[config.mk]
export PLATFORM = sky130hd
export DESIGN_NAME = bit_serial_alu_ctrl
export DESIGN_NICKNAME = d
export VERILOG_FILES = /design/src/rtl/bit_serial_alu_ctrl.sv
export SDC_FILE = /design/constraint.sdc
export NUM_CORES = 1
export LEC_CHECK = 0
export ABC_CLOCK_PERIOD_IN_PS = 5320
export BUFFER_PORTS_ARGS = -buffer_cell sky130_fd_sc_hd__clkbuf_2
export CAP_MARGIN = 20
export CORE_UTILIZATION = 55
export DETAILED_ROUTE_END_ITERATION = 7
export PLACE_DENSITY = 0.84
export RECOVER_POWER = 50
export SLEW_MARGIN = 20
export SYNTH_ARGS = -nofsm -noshare
export SYNTH_HDL_FRONTEND = slang
export SYNTH_SLANG_ARGS = --single-unit
[constraint.sdc]
create_clock -name clk_i -period 5.32 [get_ports clk_i]
set_input_delay 1.064 -clock clk_i [delete_from_list [all_inputs] [get_ports clk_i]]
set_output_delay 1.064 -clock clk_i [all_outputs]
set_load 0.005 [all_outputs]
[src/rtl/bit_serial_alu_ctrl.sv]
// Bit-serial ALU sequencer: runs one 1-bit AND/OR/add slice over a WIDTH-bit operation,
// LSB first, one bit per cycle. A carry flop links the bits. Flags and a done pulse follow.
//   state  | meaning
//   IDLE   | waiting for start_i, operands not yet latched
//   RUN    | one slice evaluation per cycle, bit[cnt_q]
//   DONE   | one-cycle done_o pulse, result/flags valid
module bit_serial_alu_ctrl #(
    parameter int WIDTH = 32
) (
    input  logic             clk_i,
    input  logic             rst_i,
    input  logic             start_i,
    input  logic [3:0]       alu_ctrl_i,
    input  logic [WIDTH-1:0] src1_i,
    input  logic [WIDTH-1:0] src2_i,
    output logic             busy_o,
    output logic             done_o,
    output logic [WIDTH-1:0] result_o,
    output logic             zero_o,
    output logic             cout_o,
    output logic             overflow_o
);

    localparam int CW = (WIDTH > 2) ? $clog2(WIDTH) : 1;
    localparam logic [CW-1:0] LAST = CW'(WIDTH - 1);

    typedef enum logic [1:0] {
        S_IDLE = 2'd0,
        S_RUN  = 2'd1,
        S_DONE = 2'd2
    } state_t;

    state_t           state_q, state_d;
    logic [CW-1:0]    cnt_q, cnt_d;
    logic             carry_q, carry_d;
    logic [WIDTH-1:0] a_q, a_d, b_q, b_d;
    logic [3:0]       ctrl_q, ctrl_d;
    logic [WIDTH-1:0] acc_q, acc_d;
    logic [WIDTH-1:0] result_q, result_d;
    logic             zero_q, zero_d, cout_q, cout_d, ovf_q, ovf_d;

    logic             ainv, binv, valid, arith;
    logic [1:0]       op;
    logic             bit_a, bit_b, sum, s_cout, res_bit;
    logic [WIDTH-1:0] final_res;

    always_ff @(posedge clk_i or posedge rst_i) begin
        if (rst_i) begin
            state_q  <= S_IDLE;
            cnt_q    <= '0;
            carry_q  <= 1'b0;
            a_q      <= '0;
            b_q      <= '0;
            ctrl_q   <= '0;
            acc_q    <= '0;
            result_q <= '0;
            zero_q   <= 1'b0;
            cout_q   <= 1'b0;
            ovf_q    <= 1'b0;
        end else begin
            state_q  <= state_d;
            cnt_q    <= cnt_d;
            carry_q  <= carry_d;
            a_q      <= a_d;
            b_q      <= b_d;
            ctrl_q   <= ctrl_d;
            acc_q    <= acc_d;
            result_q <= result_d;
            zero_q   <= zero_d;
            cout_q   <= cout_d;
            ovf_q    <= ovf_d;
        end
    end

    // Slice decode and evaluation on the current bit of the latched operands.
    always_comb begin
        ainv  = ctrl_q[3];
        binv  = ctrl_q[2];
        op    = ctrl_q[1:0];
        valid = (ctrl_q == 4'b0000) || (ctrl_q == 4'b0001) || (ctrl_q == 4'b0010) ||
                (ctrl_q == 4'b0110) || (ctrl_q == 4'b0111) || (ctrl_q == 4'b1100);
        arith = valid && op[1];

        bit_a  = a_q[cnt_q] ^ ainv;
        bit_b  = b_q[cnt_q] ^ binv;
        sum    = bit_a ^ bit_b ^ carry_q;
        s_cout = (bit_a & bit_b) | (carry_q & (bit_a ^ bit_b));

        res_bit = 1'b0;
        if (valid) begin
            case (op)
                2'b00:   res_bit = bit_a & bit_b;
                2'b01:   res_bit = bit_a | bit_b;
                2'b10:   res_bit = sum;
                default: res_bit = 1'b0;
            endcase
        end

        acc_d        = acc_q;
        acc_d[cnt_q] = res_bit;

        final_res = '0;
        if (valid) begin
            if (op == 2'b11) final_res[0] = sum;
            else             final_res = acc_d;
        end
    end

    always_comb begin
        state_d  = state_q;
        cnt_d    = cnt_q;
        carry_d  = carry_q;
        a_d      = a_q;
        b_d      = b_q;
        ctrl_d   = ctrl_q;
        result_d = result_q;
        zero_d   = zero_q;
        cout_d   = cout_q;
        ovf_d    = ovf_q;

        case (state_q)
            S_IDLE: begin
                if (start_i) begin
                    a_d     = src1_i;
                    b_d     = src2_i;
                    ctrl_d  = alu_ctrl_i;
                    cnt_d   = '0;
                    carry_d = alu_ctrl_i[2];
                    state_d = S_RUN;
                end
            end
            S_RUN: begin
                carry_d = s_cout;
                if (cnt_q == LAST) begin
                    result_d = final_res;
                    zero_d   = (final_res == '0);
                    cout_d   = arith & s_cout;
                    ovf_d    = arith & (carry_q ^ s_cout);
                    state_d  = S_DONE;
                end else begin
                    cnt_d = cnt_q + 1'b1;
                end
            end
            S_DONE: state_d = S_IDLE;
            default: state_d = S_IDLE;
        endcase
    end

    assign busy_o     = (state_q != S_IDLE);
    assign done_o     = (state_q == S_DONE);
    assign result_o   = result_q;
    assign zero_o     = zero_q;
    assign cout_o     = cout_q;
    assign overflow_o = ovf_q;

endmodule

==> results.yml <==
drt:
  wl_per_cell_um: 19.76
  drtIter0Drc: 286
  vias_per_cell: 6.112
  drc: 0
  via_count: 4871
  dr.pass1.iters: 6
  antenna_left: 0
  routed_wl_mm: 15.75
sta:
  rsz0062_at_grt: "no"
  post-route-period-util_pct: 89.63
  setup_violations: 0
  tightest_slew_ps: 2223
  maxSlewViolCount: 137
  hold_viol: 0
  whs_ps: 474.3
  skew_ps: 7.581
  max_freq_ghz: 0.2097
  slew_headroom_pct: -48.74
  period_minus_slack_ps: 4768
  fin_ws_ps: 551.9
  tns_ps: 0
critical_path:
  timing.rr.start: "cnt_q[0]$_DFFE_PP0P_"
  max_stage_delay_ps: 670
  crit_path_max_fanout: 12
  critPathLaunchType: "register"
  cp_cell_sequence: "buf_4, mux4_1, mux4_2, mux2i_1, xor2_1, fa_1, clkinv_1, a221oi_2, o211ai_1, a22o_1, or4_1, o21ai_1"
  worst_ep_required_time_ps: 5670
  endpoint_kind: "register"
  arrival_ps: 5120
  path_buf_inv: 2
  cpMaxStageDelayCell: "dfrtp_1"
  timing_worst_setup_path_type: "reg -> reg"
  regToRegSetupSlack_ps: 550
  path_delay_family: "multiplexers"
  r2r_end: "zero_o$_DFFE_PP0P_"
  r2r_cells: 12
grt:
  antenna_found_initial: 0
  grt.total_usage_pct: 26.97
  grt_start_max_net_pins: 108
  grt_pass1_vias: 5109
  overflow: 0
  grt_pass1_wl_mm: 26.04
outcome:
  violations: "capacitance limit, slew limit"
  status: "finished with violations"
min_path:
  hold_end: "result_o[8]$_DFFE_PP0P_"
  min_from: "result_o[8]$_DFFE_PP0P_"
  hold_class: "reg -> reg"
  whs_path_depth: 2
clocking:
  cts.clk_slew.worst_paths_ps: 60
  cts.sink_count: 143
  hold_buffers: 0
  clockBufferDepth: 2
  cts_tree: "done"
  cts-buffers-inserted: 17
  htreeDepth: 4
  root_buffer: "clkbuf_16"
  clkLatencyLatePin_ps: 430
  cts_setup_buffers: 0
  post_cts_resize_count: 0
final_layout:
  layout.nets: 717
  layout-drive-gt1-share_pct: 33.23
  area_growth_pct: 17.88
  antenna_cells: 0
placed_design:
  place_congestion: 0.9143
  dp_hpwl_mm: 10.69
  io_buffers: 107
  pre_cts_slack_ps: 576.1
synth:
  synth_cells: 545
  ys_seq_area_share_pct: 52.87
  syn_area_per_cell_um2: 12.42
  synth_seq_cells: 143
  syn_area_um2: 6768
  ys_types: 58
  synthArstFlopShare_pct: 100.0
  synth_fp_nets: 624
  ys.flop_type: "dfrtp_1"
  synth_edf_count: 0
  yosys_warnings: 0
power_and_ir_drop:
  p_sw_share_pct: 36.75
  p_sw_w: 0.001922
  p_comb_share_pct: 40.7
  p_int_w: 0.003307
  p_clk_share_pct: 24.0
  ir_worst_vdd_mv: 0.3837
  power.leakage_nw: 3.610
  power_frac_seq_pct: 35.4
  power_density_nw_per_um2: 655.5
die:
  dieArea_um2: 12750
  num_io_pins: 108
  core-area_um2: 12010
  die_w_um: 112.9
  core.rowCount: 40
  start_util_pct: 56.34
  die_h_um: 112.9
flow_run:
  drv_cap: 2
==> sequential cells by signal, indices dropped and copies added (netlist names) <==
register and flops:
acc_q 32, b_q 32, zero_o 1, ctrl_q 4, carry_q 1, cout_o 1
state_q 2, a_q 32, cnt_q 5, overflow_o 1, result_o 32
==> power by group through the flow <==
stage,clock network [W],registers [W],logic [W]
floorplan,0,0.00166,0.00178
global placement,0,0.00183,0.00202
detailed placement,0,0.00186,0.00210
CTS,0.00127,0.00185,0.00213
global route,0.00131,0.00190,0.00233
finish,0.00125,0.00185,0.00213
==> layout by cell type (no fill, tap or decap), drive strengths merged, types with 3 or more instances in the layout <==
master	n
a211oi	3
a21oi	10
a22o	24
a31oi	3
buf	6
bufinv	4
clkbuf	128
clkinv	7
dfrtp	143
ha	7
inv	8
mux2	71
mux2i	6
mux4	20
nand2	29
nand2b	8
nand4	3
nor2	27
nor2b	9
nor3	7
o21ai	42
o22ai	5
o31a	4
o31ai	34
o41ai	4
xor2	3
==> layout make-up <==
class                           instances  area (um2)
Inverter                               10       41.29
Timing Repair Buffer                  113       576.8
Clock buffer                           21       460.4
Multi-Input combinational cell        353        2975
Sequential cell                       143        3578
Fill cell                             903        4034
Tap cell                              147       183.9
Clock inverter                         10       161.4
==> metal layers <==
| layer | GRT usage (%) | vias up | wire length [um] |
|---|---|---|---|
| met1 | 34.36 | 2411 | 6662 |
| met3 | 6.909 | 33 | 823 |
| met2 | 44.44 | 186 | 7933 |
| met5 | 0 | - | 0 |
| li1 | - | 2241 | - |
| met4 | 10.88 | 0 | 331 |
==> per-stage QoR <==
stage | instances | power, W | cell area (um2) | util [%]
after floorplan | 545 | 0.003431 | 6768 | -
after global placement | 766 | 0.003842 | 7381 | 61.45
after detailed placement | 766 | 0.003954 | 7381 | 61.45
after CTS | 797 | 0.005247 | 8003 | 66.63
after global routing | 797 | 0.005551 | 7978 | 66.42
final | 797 | 0.005229 | 7978 | 66.42
==> cells by family (layout without fill, tap and decap cells) <==
family	Yosys count	count (layout)	synth area share [%]
compound gates	144	144	14.79
mux	97	97	19.86
fa+ha+maj	8	8	1.590
simple gates	99	99	7.081
xor+xnor	5	5	0.6472
buf+inv	49	154	3.161
flops	143	143	52.87
==> worst reg2reg max path: cells and delay by family (launching register included) <==
family,cells,cell delay (ps)
muxes,3,1310
and+or+nand+nor,1,470
AOI/OAI and AO/OA,4,1150
buffers and inverters,2,430
DFF,1,670
xor gates and xnor gates,1,160
adders and majority gates,1,530
==> worst max-delay path by stage <==
stage / start / to / depth (start not counted)
after floorplan: rst_i / a_q[0]$_DFFE_PP0P_ / 1
after global placement: cnt_q[0]$_DFFE_PP0P_ / zero_o$_DFFE_PP0P_ / 12
after detailed placement: cnt_q[0]$_DFFE_PP0P_ / zero_o$_DFFE_PP0P_ / 12
after CTS: cnt_q[0]$_DFFE_PP0P_ / zero_o$_DFFE_PP0P_ / 12
after global routing: cnt_q[0]$_DFFE_PP0P_ / result_o[21]$_DFFE_PP0P_ / 12
final: cnt_q[0]$_DFFE_PP0P_ / zero_o$_DFFE_PP0P_ / 12
==> cell usage after synthesis, types with 7 or more instances <==
| master | n | area share [%] |
|---|---|---|
| a21oi_1 | 10 | 0.74 |
| a22o_1 | 24 | 3.1 |
| clkbuf_1 | 30 | 1.7 |
| dfrtp_1 | 143 | 53 |
| ha_1 | 7 | 1.3 |
| inv_1 | 7 | 0.39 |
| mux2_2 | 71 | 12 |
| mux4_1 | 9 | 3.5 |
| mux4_2 | 11 | 3.7 |
| nand2_1 | 29 | 1.6 |
| nand2b_1 | 8 | 0.74 |
| nor2_1 | 27 | 1.5 |
| nor2b_1 | 9 | 0.83 |
| nor3_1 | 7 | 0.52 |
| o21ai_0 | 28 | 2.1 |
| o21ai_1 | 14 | 1.0 |
| o31ai_1 | 34 | 3.8 |
(Power assumes the default switching activity.)
